**src/rtl/cam_pkg.sv**
```systemverilog
// Shared Bayer definitions for the raw-to-RGB demosaic path: pattern encodings,
// the per-cell colour lookup and RGB888 field placement.
package cam_pkg;

  typedef enum logic [1:0] {COL_R, COL_G, COL_B} colour_t;

  localparam int BAYER_RGGB = 0;
  localparam int BAYER_GRBG = 1;
  localparam int BAYER_GBRG = 2;
  localparam int BAYER_BGGR = 3;

  localparam int RGB_PIX_W = 24;
  localparam int RGB_R_LSB = 16;
  localparam int RGB_G_LSB = 8;
  localparam int RGB_B_LSB = 0;

  // Colour of the pixel at row parity y0, column parity x0 for a given pattern.
  function automatic colour_t colour(input int pattern, input logic y0, input logic x0);
    colour_t c;
    c = COL_G;
    case (pattern)
      BAYER_RGGB: begin
        if ({y0, x0} == 2'b00) c = COL_R;
        else if ({y0, x0} == 2'b11) c = COL_B;
      end
      BAYER_GRBG: begin
        if ({y0, x0} == 2'b01) c = COL_R;
        else if ({y0, x0} == 2'b10) c = COL_B;
      end
      BAYER_GBRG: begin
        if ({y0, x0} == 2'b10) c = COL_R;
        else if ({y0, x0} == 2'b01) c = COL_B;
      end
      default: begin
        if ({y0, x0} == 2'b11) c = COL_R;
        else if ({y0, x0} == 2'b00) c = COL_B;
      end
    endcase
    return c;
  endfunction

endpackage

```
**src/rtl/cam_bayer_2x2.sv**
```systemverilog
// Routes the four samples of a 2x2 Bayer window onto R, the two G terms and B,
// based on the colour of the window's own (bottom-right) position.
module cam_bayer_2x2
  import cam_pkg::*;
#(
  parameter int P_DEPTH       = 10,
  parameter int BAYER_PATTERN = 0
) (
  input  logic               y0,
  input  logic               x0,
  input  logic [P_DEPTH-1:0] cur,
  input  logic [P_DEPTH-1:0] left,
  input  logic [P_DEPTH-1:0] up,
  input  logic [P_DEPTH-1:0] up_left,
  output logic [P_DEPTH-1:0] r,
  output logic [P_DEPTH-1:0] g_a,
  output logic [P_DEPTH-1:0] g_b,
  output logic [P_DEPTH-1:0] b
);

  // G samples always sit on a diagonal, so the window splits into two cases.
  always_comb begin
    // NOTE: every output gets a default first so no path leaves one unassigned (no latch).
    r   = cur;
    g_a = left;
    g_b = up;
    b   = up_left;
    if (colour(BAYER_PATTERN, y0, x0) == COL_G) begin
      g_a = cur;
      g_b = up_left;
      if (colour(BAYER_PATTERN, y0, ~x0) == COL_R) begin
        r = left;
        b = up;
      end else begin
        r = up;
        b = left;
      end
    end else if (colour(BAYER_PATTERN, y0, x0) == COL_B) begin
      r = up_left;
      b = cur;
    end
  end

endmodule

```
**src/rtl/cam_raw_to_rgb.sv**
```systemverilog
// 2PPC bilinear 2x2 demosaic: tracks frame position, builds each pixel's window
// from the current/previous row beats plus the held left column, 2-cycle latency.
module cam_raw_to_rgb
  import cam_pkg::*;
#(
  parameter int P_DEPTH       = 10,
  parameter int PW            = P_DEPTH * 2,
  parameter int FRAME_WIDTH   = 640,
  parameter int BAYER_PATTERN = 0
) (
  input  logic          i_pclk,
  input  logic          i_arstn,
  input  logic          i_vsync,
  input  logic          i_valid,
  input  logic [PW-1:0] i_p_01,
  input  logic [PW-1:0] i_p_11,
  output logic          o_vsync,
  output logic          o_valid,
  output logic [47:0]   o_rgb
);

  localparam int PAIRS = FRAME_WIDTH / 2;
  localparam int CW    = (PAIRS > 1) ? $clog2(PAIRS) : 1;
  localparam logic [CW-1:0] LAST_PAIR = CW'(PAIRS - 1);

  logic               vsync_q;
  logic [CW-1:0]      pair_cnt;
  logic               row_par;
  logic               first_row;
  logic [P_DEPTH-1:0] held_cur;
  logic [P_DEPTH-1:0] held_up;

  logic               vsync_fall;
  logic [CW-1:0]      cnt_eff;
  logic               row_par_eff;
  logic               first_eff;
  logic               col0;
  logic               last_pair;

  logic [1:0][P_DEPTH-1:0] cur;
  logic [1:0][P_DEPTH-1:0] up;
  logic [P_DEPTH-1:0]      left0;
  logic [P_DEPTH-1:0]      up_left0;
  logic [1:0][P_DEPTH-1:0] sel_r, sel_ga, sel_gb, sel_b;

  logic                    s1_vsync, s1_valid;
  logic [1:0][P_DEPTH-1:0] s1_r, s1_ga, s1_gb, s1_b;
  logic [1:0][P_DEPTH:0]   g_sum;

  // A vsync fall in the same cycle as a beat makes that beat pair 0 of row 0.
  assign vsync_fall  = vsync_q & ~i_vsync;
  assign cnt_eff     = vsync_fall ? '0 : pair_cnt;
  assign row_par_eff = row_par & ~vsync_fall;
  assign first_eff   = first_row | vsync_fall;
  assign col0        = (cnt_eff == '0);
  assign last_pair   = (cnt_eff == LAST_PAIR);

  assign cur      = i_p_01;
  assign up       = first_eff ? '0 : i_p_11;
  assign left0    = col0 ? cur[1] : held_cur;
  assign up_left0 = col0 ? up[1] : (first_eff ? '0 : held_up);

  cam_bayer_2x2 #(.P_DEPTH(P_DEPTH), .BAYER_PATTERN(BAYER_PATTERN)) u_pix0 (
    .y0(row_par_eff), .x0(1'b0), .cur(cur[0]), .left(left0), .up(up[0]), .up_left(up_left0),
    .r(sel_r[0]), .g_a(sel_ga[0]), .g_b(sel_gb[0]), .b(sel_b[0])
  );

  cam_bayer_2x2 #(.P_DEPTH(P_DEPTH), .BAYER_PATTERN(BAYER_PATTERN)) u_pix1 (
    .y0(row_par_eff), .x0(1'b1), .cur(cur[1]), .left(cur[0]), .up(up[1]), .up_left(up[0]),
    .r(sel_r[1]), .g_a(sel_ga[1]), .g_b(sel_gb[1]), .b(sel_b[1])
  );

  // NOTE: sequential state uses non-blocking assignments so all registers sample together.
  always_ff @(posedge i_pclk or negedge i_arstn) begin
    if (!i_arstn) begin
      vsync_q   <= 1'b0;
      pair_cnt  <= '0;
      row_par   <= 1'b0;
      first_row <= 1'b1;
      held_cur  <= '0;
      held_up   <= '0;
    end else begin
      vsync_q <= i_vsync;
      if (i_valid) begin
        pair_cnt  <= last_pair ? '0 : cnt_eff + CW'(1);
        row_par   <= row_par_eff ^ last_pair;
        first_row <= first_eff & ~last_pair;
        held_cur  <= cur[1];
        held_up   <= i_p_11[PW-1:P_DEPTH];
      end else if (vsync_fall) begin
        pair_cnt  <= '0;
        row_par   <= 1'b0;
        first_row <= 1'b1;
      end
    end
  end

  always_ff @(posedge i_pclk or negedge i_arstn) begin
    if (!i_arstn) begin
      s1_vsync <= 1'b0;
      s1_valid <= 1'b0;
      s1_r     <= '0;
      s1_ga    <= '0;
      s1_gb    <= '0;
      s1_b     <= '0;
    end else begin
      s1_vsync <= i_vsync;
      s1_valid <= i_valid;
      if (i_valid) begin
        s1_r  <= sel_r;
        s1_ga <= sel_ga;
        s1_gb <= sel_gb;
        s1_b  <= sel_b;
      end
    end
  end

  always_comb begin
    for (int i = 0; i < 2; i++) begin
      g_sum[i] = {1'b0, s1_ga[i]} + {1'b0, s1_gb[i]};
    end
  end

  always_ff @(posedge i_pclk or negedge i_arstn) begin
    if (!i_arstn) begin
      o_vsync <= 1'b0;
      o_valid <= 1'b0;
      o_rgb   <= '0;
    end else begin
      o_vsync <= s1_vsync;
      o_valid <= s1_valid;
      if (s1_valid) begin
        for (int i = 0; i < 2; i++) begin
          o_rgb[i*RGB_PIX_W + RGB_R_LSB +: 8] <= s1_r[i][P_DEPTH-1:P_DEPTH-8];
          o_rgb[i*RGB_PIX_W + RGB_G_LSB +: 8] <= g_sum[i][P_DEPTH:P_DEPTH-7];
          o_rgb[i*RGB_PIX_W + RGB_B_LSB +: 8] <= s1_b[i][P_DEPTH-1:P_DEPTH-8];
        end
      end
    end
  end

endmodule

```
**config.mk**
```make
export PLATFORM = sky130hd
export DESIGN_NAME = cam_raw_to_rgb
export DESIGN_NICKNAME = d
export VERILOG_FILES = /design/src/rtl/cam_pkg.sv /design/src/rtl/cam_bayer_2x2.sv /design/src/rtl/cam_raw_to_rgb.sv
export SDC_FILE = /design/constraint.sdc
export NUM_CORES = 1
export LEC_CHECK = 0
export CAP_MARGIN = 20
export CORE_ASPECT_RATIO = 0.7
export CORE_MARGIN = 10
export CORE_UTILIZATION = 55
export DETAILED_ROUTE_END_ITERATION = 7
export PLACE_DENSITY = 0.79
export SYNTH_ARGS = -nofsm -noshare
export SYNTH_HDL_FRONTEND = slang
export SYNTH_SLANG_ARGS = --single-unit
export TNS_END_PERCENT = 20
```
**constraint.sdc**
```tcl
create_clock -name i_pclk -period 5.3 [get_ports i_pclk]
set_input_delay 0.795 -clock i_pclk [delete_from_list [all_inputs] [get_ports i_pclk]]
set_output_delay 0.795 -clock i_pclk [all_outputs]
set_load 0.05 [all_outputs]
```
# == Yosys cells after proc, flatten, opt, wreduce, memory -nomap -nowiden ==
# Index checks and enable logic that the tools add are counted.
# op_classes
add_sub_neg,3
n_eq_ne,5
reduce_logical,6
muxes,34
bitwise,8
# op_table
op,count
$mux 10,19
$mux 9,3
$add 10x10->11,2
$mux 20,1
$mux 2,6
$add 9x1->9 const B,1
$eq 9x9->1 const B,1
$logic_not 9->1,1
$logic_not 2->1,4
$mux 1,5
$eq 2x1->1 const B,2
$eq 2x2->1 const B,2
$and 1x1->1,3
$not 1->1,3
$reduce_bool 2->1,1
$or 1x1->1,1
$xor 1x1->1,1
# word_totals
regBits,163
in_bits,44
elab_cells,74
output_inout_bits,50

# == Depth between registers and ports, before layout ==
# Gate-level depths: netlist of run 1.
# depth
word_depth,11
mapped_depth,7
mapped_depth_nobuf,5

# == Cells and area by module ==
# Synthesis of run 1 repeated with hierarchy kept, for this count alone.
# unflattened
hier_cells,733
hier_area_um2,9153.8
# modules_own_cells
module,n_inst,area_each_um2,seq_area_each_um2,cells_per_inst
cam_raw_to_rgb,1,7086.8,3880.0,545
cam_bayer_2x2,2,1033.5,0.0,94

# == Worst setup path before layout of run 1 ==
# No wires, ideal clock.
# synth_timing
kind,input port to flip-flop
startpoint,input i_vsync
endpoint,register s1_ga[10] in the netlist's numbering
path_stages,7
setup_ns,0.082
arrival_ns,1.908
setup_slack_ns,3.310
path_buffers,3
required_ns,5.218
path_cell_list,nand2b_1 buf_2 nand2_1 clkbuf_1 clkbuf_1 nand2_1 a31oi_1
# synth_via
elab_chain_cells,8
word_cells_on_any_way,9
cone_classes,1 x eq/ne; 3 x mux; 4 x bitwise; 1 x reduce/logical
# synth_lines
item,line_no,source
start: declaration,cam_raw_to_rgb.sv:13,"input logic i_vsync,"
$not 1->1 (*),cam_raw_to_rgb.sv:51,assign vsync_fall = vsync_q & ~i_vsync;
$and 1x1->1 (*),cam_raw_to_rgb.sv:51,
$not 1->1 (*),cam_raw_to_rgb.sv:53,assign row_par_eff = row_par & ~vsync_fall;
$and 1x1->1 (*),cam_raw_to_rgb.sv:53,
$mux 2 / $logic_not 2->1 (equally long branches),--,
$mux 2 (*),cam_pkg.sv:23,"if ({y0, x0} == 2'b00) c = COL_R;"
$eq 2x1->1 (*),cam_bayer_2x2.sv:28,"if (colour(BAYER_PATTERN, y0, x0) == COL_G) begin"
$mux 10 (*),cam_bayer_2x2.sv:28,
end signal: assignment,cam_raw_to_rgb.sv:111,s1_ga <= sel_ga;
end: declaration,cam_raw_to_rgb.sv:47,"logic [1:0][P_DEPTH-1:0] s1_r, s1_ga, s1_gb, s1_b;"
# Every way passes the cells marked *; elsewhere a longest branch is shown, timed or not.
# A chain may end at the register's enable or synchronous reset.

# == Final worst setup path of run 1 ==
# layout_timing
startpoint,register row_par
endpoint,register s1_b[8] in the netlist's numbering
# layout_via
elab_chain_cells,7
word_cells_on_any_way,14
cone_classes,2 x eq/ne; 8 x mux; 1 x bitwise; 3 x reduce/logical
# layout_lines
item,line_no,source
start: declaration,cam_raw_to_rgb.sv:28,logic row_par;
start signal: assignment,cam_raw_to_rgb.sv:86,row_par <= row_par_eff ^ last_pair;
$and 1x1->1 (*),cam_raw_to_rgb.sv:53,
$logic_not 2->1 (tied with other cells),cam_pkg.sv:23,
$mux 1 / $mux 2 (equally long branches),cam_pkg.sv:23,
$mux 2,cam_bayer_2x2.sv:28,
$eq 2x2->1 / $logic_not 2->1 (equally long branches),"cam_bayer_2x2.sv:38, cam_bayer_2x2.sv:31",
$mux 10 (on tied branches),"cam_bayer_2x2.sv:38, cam_bayer_2x2.sv:31",
$mux 10 (*),cam_bayer_2x2.sv:28,
end signal: assignment,cam_raw_to_rgb.sv:113,s1_b <= sel_b;
end: declaration,cam_raw_to_rgb.sv:47,
# Every way passes the cells marked *; elsewhere a longest branch is shown, timed or not. The select of a mux whose other input is x is not followed.

==> results of run 1 <==
report_power, final:
| part | total, µW | switching, µW | internal [µW] |
|---|---|---|---|
| sequential | 1400 | 92.9 | 1310 |
| clock | 1220 | 544 | 678 |
| combinational | 882 | 546 | 336 |
worst max-delay path: cells and delay by family (launching register included):
kind / cells / cell delay (ns)
AOI/OAI and AO/OA: 1 / 0.28
buffers and inverters: 2 / 0.92
DFF: 1 / 0.79
and+or+nand+nor: 2 / 0.67
worst paths after layout:
| kind | startpoint | endpoint | slack (ns) | depth (start not counted) |
|---|---|---|---|---|
| worst max-delay path | row_par$_DFFE_PN0P_ | s1_b[8]$_DFFE_PN0P_ | 2.53 | 5 |
| worst min-delay path | i_arstn | o_rgb[38]$_DFFE_PN0P_ | 0.22 | 1 |
| worst max register to register | row_par$_DFFE_PN0P_ | s1_b[8]$_DFFE_PN0P_ | 2.53 | 5 |
| worst min register to register | s1_vsync$_DFF_PN0_ | o_vsync$_DFF_PN0_ | 0.41 | 0 |
| max in group asynchronous | i_arstn | o_rgb[16]$_DFFE_PN0P_ | 4.30 | 2 |
| min in group i_pclk | s1_vsync$_DFF_PN0_ | o_vsync$_DFF_PN0_ | 0.41 | 0 |
flip-flops by register name, indices dropped and copies added, names as in the netlist:
register	flops
first_row	1
held_cur	10
held_up	10
o_rgb	48
o_valid	1
o_vsync	1
pair_cnt	9
row_par	1
s1_b	16
s1_ga	20
s1_gb	20
s1_r	16
s1_valid	1
s1_vsync	1
kinds of logic (layout without fill, tap and decap cells):
logic type                 after synthesis  count (layout)  share of synthesized area
adders and majority gates               18              18                     0.0292
muxes                                   80              80                      0.112
and+or+nand+nor                        178             178                      0.119
DFF                                    155             155                      0.502
AOI/OAI and AO/OA                      194             194                      0.182
xor gates and xnor gates                 8               8                    0.00907
other                                    0               1                          0
buffers and inverters                   86             170                     0.0470
synthesized netlist by cell type (all sizes together), types with 8 or more instances:
cell type,number
a211oi,10
a21o,10
a21oi,29
a31oi,19
and4,16
buf,17
clkbuf,34
dfrtp,154
ha,18
inv,34
mux2,54
mux2i,26
nand2,57
nand3,15
nand4,10
nor2,34
nor3,8
nor4,10
o21a,20
o21ai,29
o221ai,18
o2bb2ai,8
o311ai,12
o31ai,8
layout make-up:
class                   count  area [µm²]
fillers                  1056        4470
multi-input cells         478        3490
inverters                  35         131
well taps                 190         238
repair buffers            103        1020
flip-flops and latches    155        3880
clock buffers              18         439
diodes                      1        2.50
clock inverters            14         146
per-layer routing:
| metal | routed length (µm) | track usage |
|---|---|---|
| met1 | 9470 | 0.308 |
| met2 | 10100 | 0.348 |
| met3 | 2140 | 0.0647 |
| met4 | 473 | 0.0890 |
| met5 | 0 | 0 |
cells in the final DEF (no fill, tap or decap), drive strengths merged, types with 5 or more instances in the layout:
cell type and count:
mux2i 26, nand2 57, o21ai 29, ha 18, nor2b 7, a21oi 29, nor3 8, a21o 10
buf 12, o2bb2ai 8, o311ai 12, mux2 54, and4 16, a211oi 10, o2111ai 5, o211ai 6
nor2 34, clkdlybuf4s50 91, o221ai 18, o31ai 8, o21a 20, dfrtp 154, a31oi 19, nand3 15
inv 43, o311a 7, clkbuf 18, nand4 10, nor4 10, nand2b 6
through the flow:
stage / instances / hold WS (ns) / total power [µW] / utilization / instance area, µm²
floorplan: 719 / 0.368 / 2000 / - / 7730
global placement: 960 / 0.392 / 2270 / 0.632 / 8740
detailed placement: 960 / 0.398 / 2300 / 0.632 / 8740
CTS: 992 / 0.420 / 3520 / 0.674 / 9330
global route: 993 / 0.213 / 3650 / 0.676 / 9350
finish: 994 / 0.216 / 3510 / 0.677 / 9360
==> flow_metrics.py, run 1 <==
metrics = {
    "detailed_routing": {
        "wire_per_inst_um": 22.3,
        "drt_iter0_markers": 688,
        "drc_errors": 0,
        "vias_per_cell": 6.31,
        "vias": 6275,
        "routed_wl_um": 22200,
        "antenna_left": 0,
        "drt_first_pass_iters": 6,
    },
    "logic_synthesis": {
        "synth_seq_cells": 155,
        "ys_seq_area_frac": 0.502,
        "synth_edf_count": 0,
        "syn-num-nets": 781,
        "ys_types": 59,
        "ys.flop_type": "dfrtp_1",
        "syn_avg_cell_area_um2": 10.7,
        "synthArstFlopShare": 1.00,
        "synth_top_area_frac": 0.499,
        "yosys.area.top_type": "dfrtp_1",
        "netlist_top_cells_area": "dfrtp_1 50%, mux2_2 7.9%, mux2i_1 3.4%",
        "syn-instance-count": 719,
        "synth_warnings": 0,
        "synth.cell_area_mm2": 0.00773,
    },
    "cts": {
        "clk_pin_slew_ns": 0.07,
        "holdBufCountCts": 0,
        "cts_setup_buffers": 0,
        "cts_root_buffer": "clkbuf_16",
        "clk_path_buf_depth": 2,
        "cts_buffers": 17,
        "cts_tree": "built",
        "post_cts_resized": 0,
        "clkLatencyLatePin_ns": 0.43,
        "clock_sinks": 155,
        "htree_num_levels": 4,
    },
    "power_and_ir_drop": {
        "power.leakage_uw": 0.00401,
        "ir_worst_vdd_v": 0.000246,
        "p_per_area_mw_per_mm2": 375,
    },
    "finish": {
        "drive_gt1_frac": 0.136,
        "area.growth.synth_to_final_pct": 21.1,
        "layout.nets": 852,
    },
    "die": {
        "dieWidth_um": 162,
        "initial_utilization": 0.559,
        "io_pins": 94,
        "rows": 36,
        "die_y_um": 119,
        "die_area_mm2": 0.0193,
        "fp.coreArea_mm2": 0.0138,
    },
    "placement": {
        "gp_congestion": 0.977,
        "pre_cts_ws_ns": 2.42,
        "port_buffers": 93,
        "hpwl_um": 15500,
    },
    "worst_setup_path": {
        "critPathSlowestCell": "dfrtp_1",
        "crit_path_cell_trace": "inv_1, nor2_1, buf_4, nand2_1, o221ai_1",
        "required_ns": 5.64,
        "worstPathMaxFanout": 27,
        "max_stage_delay_ns": 0.79,
        "cp_data_arrival_time_ns": 3.11,
        "crit_type": "reg2reg",
        "start_kind": "flip-flop",
        "end_kind": "flip-flop",
    },
    "global_route": {
        "overflow": 0,
        "grt_pass1_vias": 6182,
        "grt_start_max_net_pins": 114,
        "antenna_found_initial": 0,
        "gr-usage-all-layers": 0.230,
        "grt_pass1_wl_um": 35000,
    },
    "hold_path": {
        "hp-class": "in2async",
    },
    "sta": {
        "timing.final.ws_setup_ns": 2.53,
        "fin_skew_ns": 0.00716,
        "period_share": 0.523,
        "rsz0062_at_grt": "no",
        "fmax_mhz": 361,
        "slew_viol_final": 0,
        "max_slew_margin": 0.381,
        "min_period_ns": 2.77,
        "tightestPinTransition_ns": 0.920,
        "setup_viol": 0,
        "fin_tns_setup_ns": 0,
        "hold_viol": 0,
    },
    "flow_run": {
        "max-cap-violations": 0,
    },
    "run_status": {
        "status": "completed",
    },
}
Note: power is estimated with default switching activity, not from simulation.
==> inputs of run 2 (changes only) <==
==> constraint.sdc (replaced) <==
create_clock -name i_pclk -period 2.7 [get_ports i_pclk]
set_input_delay 0.405 -clock i_pclk [delete_from_list [all_inputs] [get_ports i_pclk]]
set_output_delay 0.405 -clock i_pclk [all_outputs]
set_load 0.05 [all_outputs]
==> flow_metrics.py, run 2 (synthesis gave the netlist of run 1 again) <==
metrics = {
    "run_status": {
        "status": "completed",
    },
    "die": {
        "initial_utilization": 0.559,
        "die_y_um": 119,
        "die_area_mm2": 0.0193,
        "rows": 36,
        "fp.coreArea_mm2": 0.0138,
        "io_pins": 94,
        "dieWidth_um": 162,
    },
    "worst_setup_path": {
        "crit_type": "reg2reg",
        "reg2reg_slack_ns": 0.35,
        "cp_data_arrival_time_ns": 2.68,
        "rr_worst_depth": 4,
        "worstPathMaxFanout": 14,
        "end_kind": "flip-flop",
        "r2r_start": "pair_cnt[4]$_DFF_PN0_",
        "required_ns": 3.03,
        "critical_path.startpoint": "pair_cnt[4]$_DFF_PN0_",
        "start_kind": "flip-flop",
    },
    "detailed_routing": {
        "drt_iter0_markers": 813,
        "wire_per_inst_um": 22.5,
        "drc_errors": 0,
        "antenna_left": 0,
        "drt_first_pass_iters": 5,
        "vias_per_cell": 6.31,
        "vias": 6389,
        "routed_wl_um": 22800,
    },
    "cts": {
        "cts_root_buffer": "clkbuf_16",
        "htree_num_levels": 4,
        "clk_path_buf_depth": 2,
        "clk_pin_slew_ns": 0.06,
        "clock_sinks": 155,
        "post_cts_resized": 0,
        "cts_tree": "built",
        "cts_buffers": 17,
        "clkLatencyLatePin_ns": 0.42,
    },
    "finish": {
        "final_cell_mix": "153 x dfrtp_1, 91 x clkdlybuf4s50_1, 57 x nand2_1",
        "stdcell_area_mm2": 0.00955,
        "area.growth.synth_to_final_pct": 23.6,
        "utilization": 0.690,
        "layout.nets": 873,
        "largest_reg_flops": 48,
        "largest_registers": "o_rgb (48), s1_ga (20), s1_gb (20)",
        "drive_gt1_frac": 0.156,
        "regMostFlops": "o_rgb",
        "antennaDiodeCount": 0,
        "layout_commonest_cell": "dfrtp_1",
        "num-fill-cells": 1045,
    },
    "global_route": {
        "grt_pass1_vias": 6332,
        "grt_start_max_net_pins": 60,
        "antenna_found_initial": 0,
        "grt_pass1_wl_um": 36100,
        "overflow": 0,
        "gr-usage-all-layers": 0.236,
    },
    "placement": {
        "placed_area_mm2": 0.00893,
        "gp_congestion": 0.990,
        "hpwl_um": 16300,
        "port_buffers": 93,
    },
    "sta": {
        "max_slew_margin": 0.432,
        "slew_viol_final": 0,
        "hold_viol": 0,
        "tightestPinTransition_ns": 0.850,
        "rsz0062_at_grt": "no",
        "setup_viol": 0,
        "fin_tns_setup_ns": 0,
        "fmax_mhz": 426,
        "fin_skew_ns": 0.00868,
        "min_period_ns": 2.35,
        "period_share": 0.870,
    },
    "power_and_ir_drop": {
        "ir_worst_vdd_v": 0.000577,
        "p_per_area_mw_per_mm2": 732,
        "power.leakage_uw": 0.00411,
        "total_power_uw": 6990,
    },
    "hold_path": {
        "worstHoldPathCells": 3,
        "min-delay-start": "i_valid",
        "hp-class": "in2reg",
    },
    "flow_run": {
        "max-cap-violations": 0,
    },
}
run 2: layout make-up:
cell class | count | area (µm²) | area share
Clock buffer | 20 | 467 | 0.0489
Clock inverter | 11 | 135 | 0.0142
Inverter | 35 | 131 | 0.0138
Multi-Input combinational cell | 478 | 3490 | 0.366
Sequential cell | 155 | 3880 | 0.407
Tap cell | 190 | 238 | 0.0249
Timing Repair Buffer | 124 | 1200 | 0.126
run 2: final timing paths:
check                                   endpoint
min in group asynchronous  o_rgb[37]$_DFFE_PN0P_
max in group asynchronous  first_row$_DFFE_PN1P_
hold / removal              s1_gb[1]$_DFFE_PN0P_
setup / recovery             s1_b[2]$_DFFE_PN0P_
setup reg to reg             s1_b[2]$_DFFE_PN0P_
hold reg to reg                o_vsync$_DFF_PN0_
run 2: routing by layer:
metal / share of wire / vias to the layer above / track usage
li1: - / 2870 / -
met1: 0.44 / 3174 / 0.324
met2: 0.45 / 303 / 0.363
met3: 0.089 / 42 / 0.0633
met4: 0.021 / 0 / 0.0595
met5: 0 / - / 0
run 2: what timing repair did:
item,4_1_cts,5_1_grt
buffers inserted,0,0
hold buffers,1,0
endpoints found under the hold margin,49,0
run 2: critical path, cell delays in order (launching register included):
cell	delay, ns
dfrtp_1	0.48
or4_4	0.68
o31ai_4	0.69
a21oi_1	0.20
o221ai_1	0.20
run 2: where the power goes:
group	total [µW]	internal [µW]	leakage (µW)	switching (µW)
registers	2780	2580	0.00191	202
logic	1770	691	0.00191	1070
clock network	2450	1440	0.000286	1000
total	6990	4710	0.00411	2280
run 2: stage by stage:
step / hold slack [ns] / instances / worst slack (ns)
2_1_floorplan: 0.109 / 719 / 0.792
3_3_place_gp: 0.379 / 981 / 0.285
3_5_place_dp: 0.383 / 981 / 0.208
4_1_cts: 0.385 / 1013 / 0.411
5_1_grt: 0.412 / 1013 / 0.236
6_report: 0.399 / 1013 / 0.352
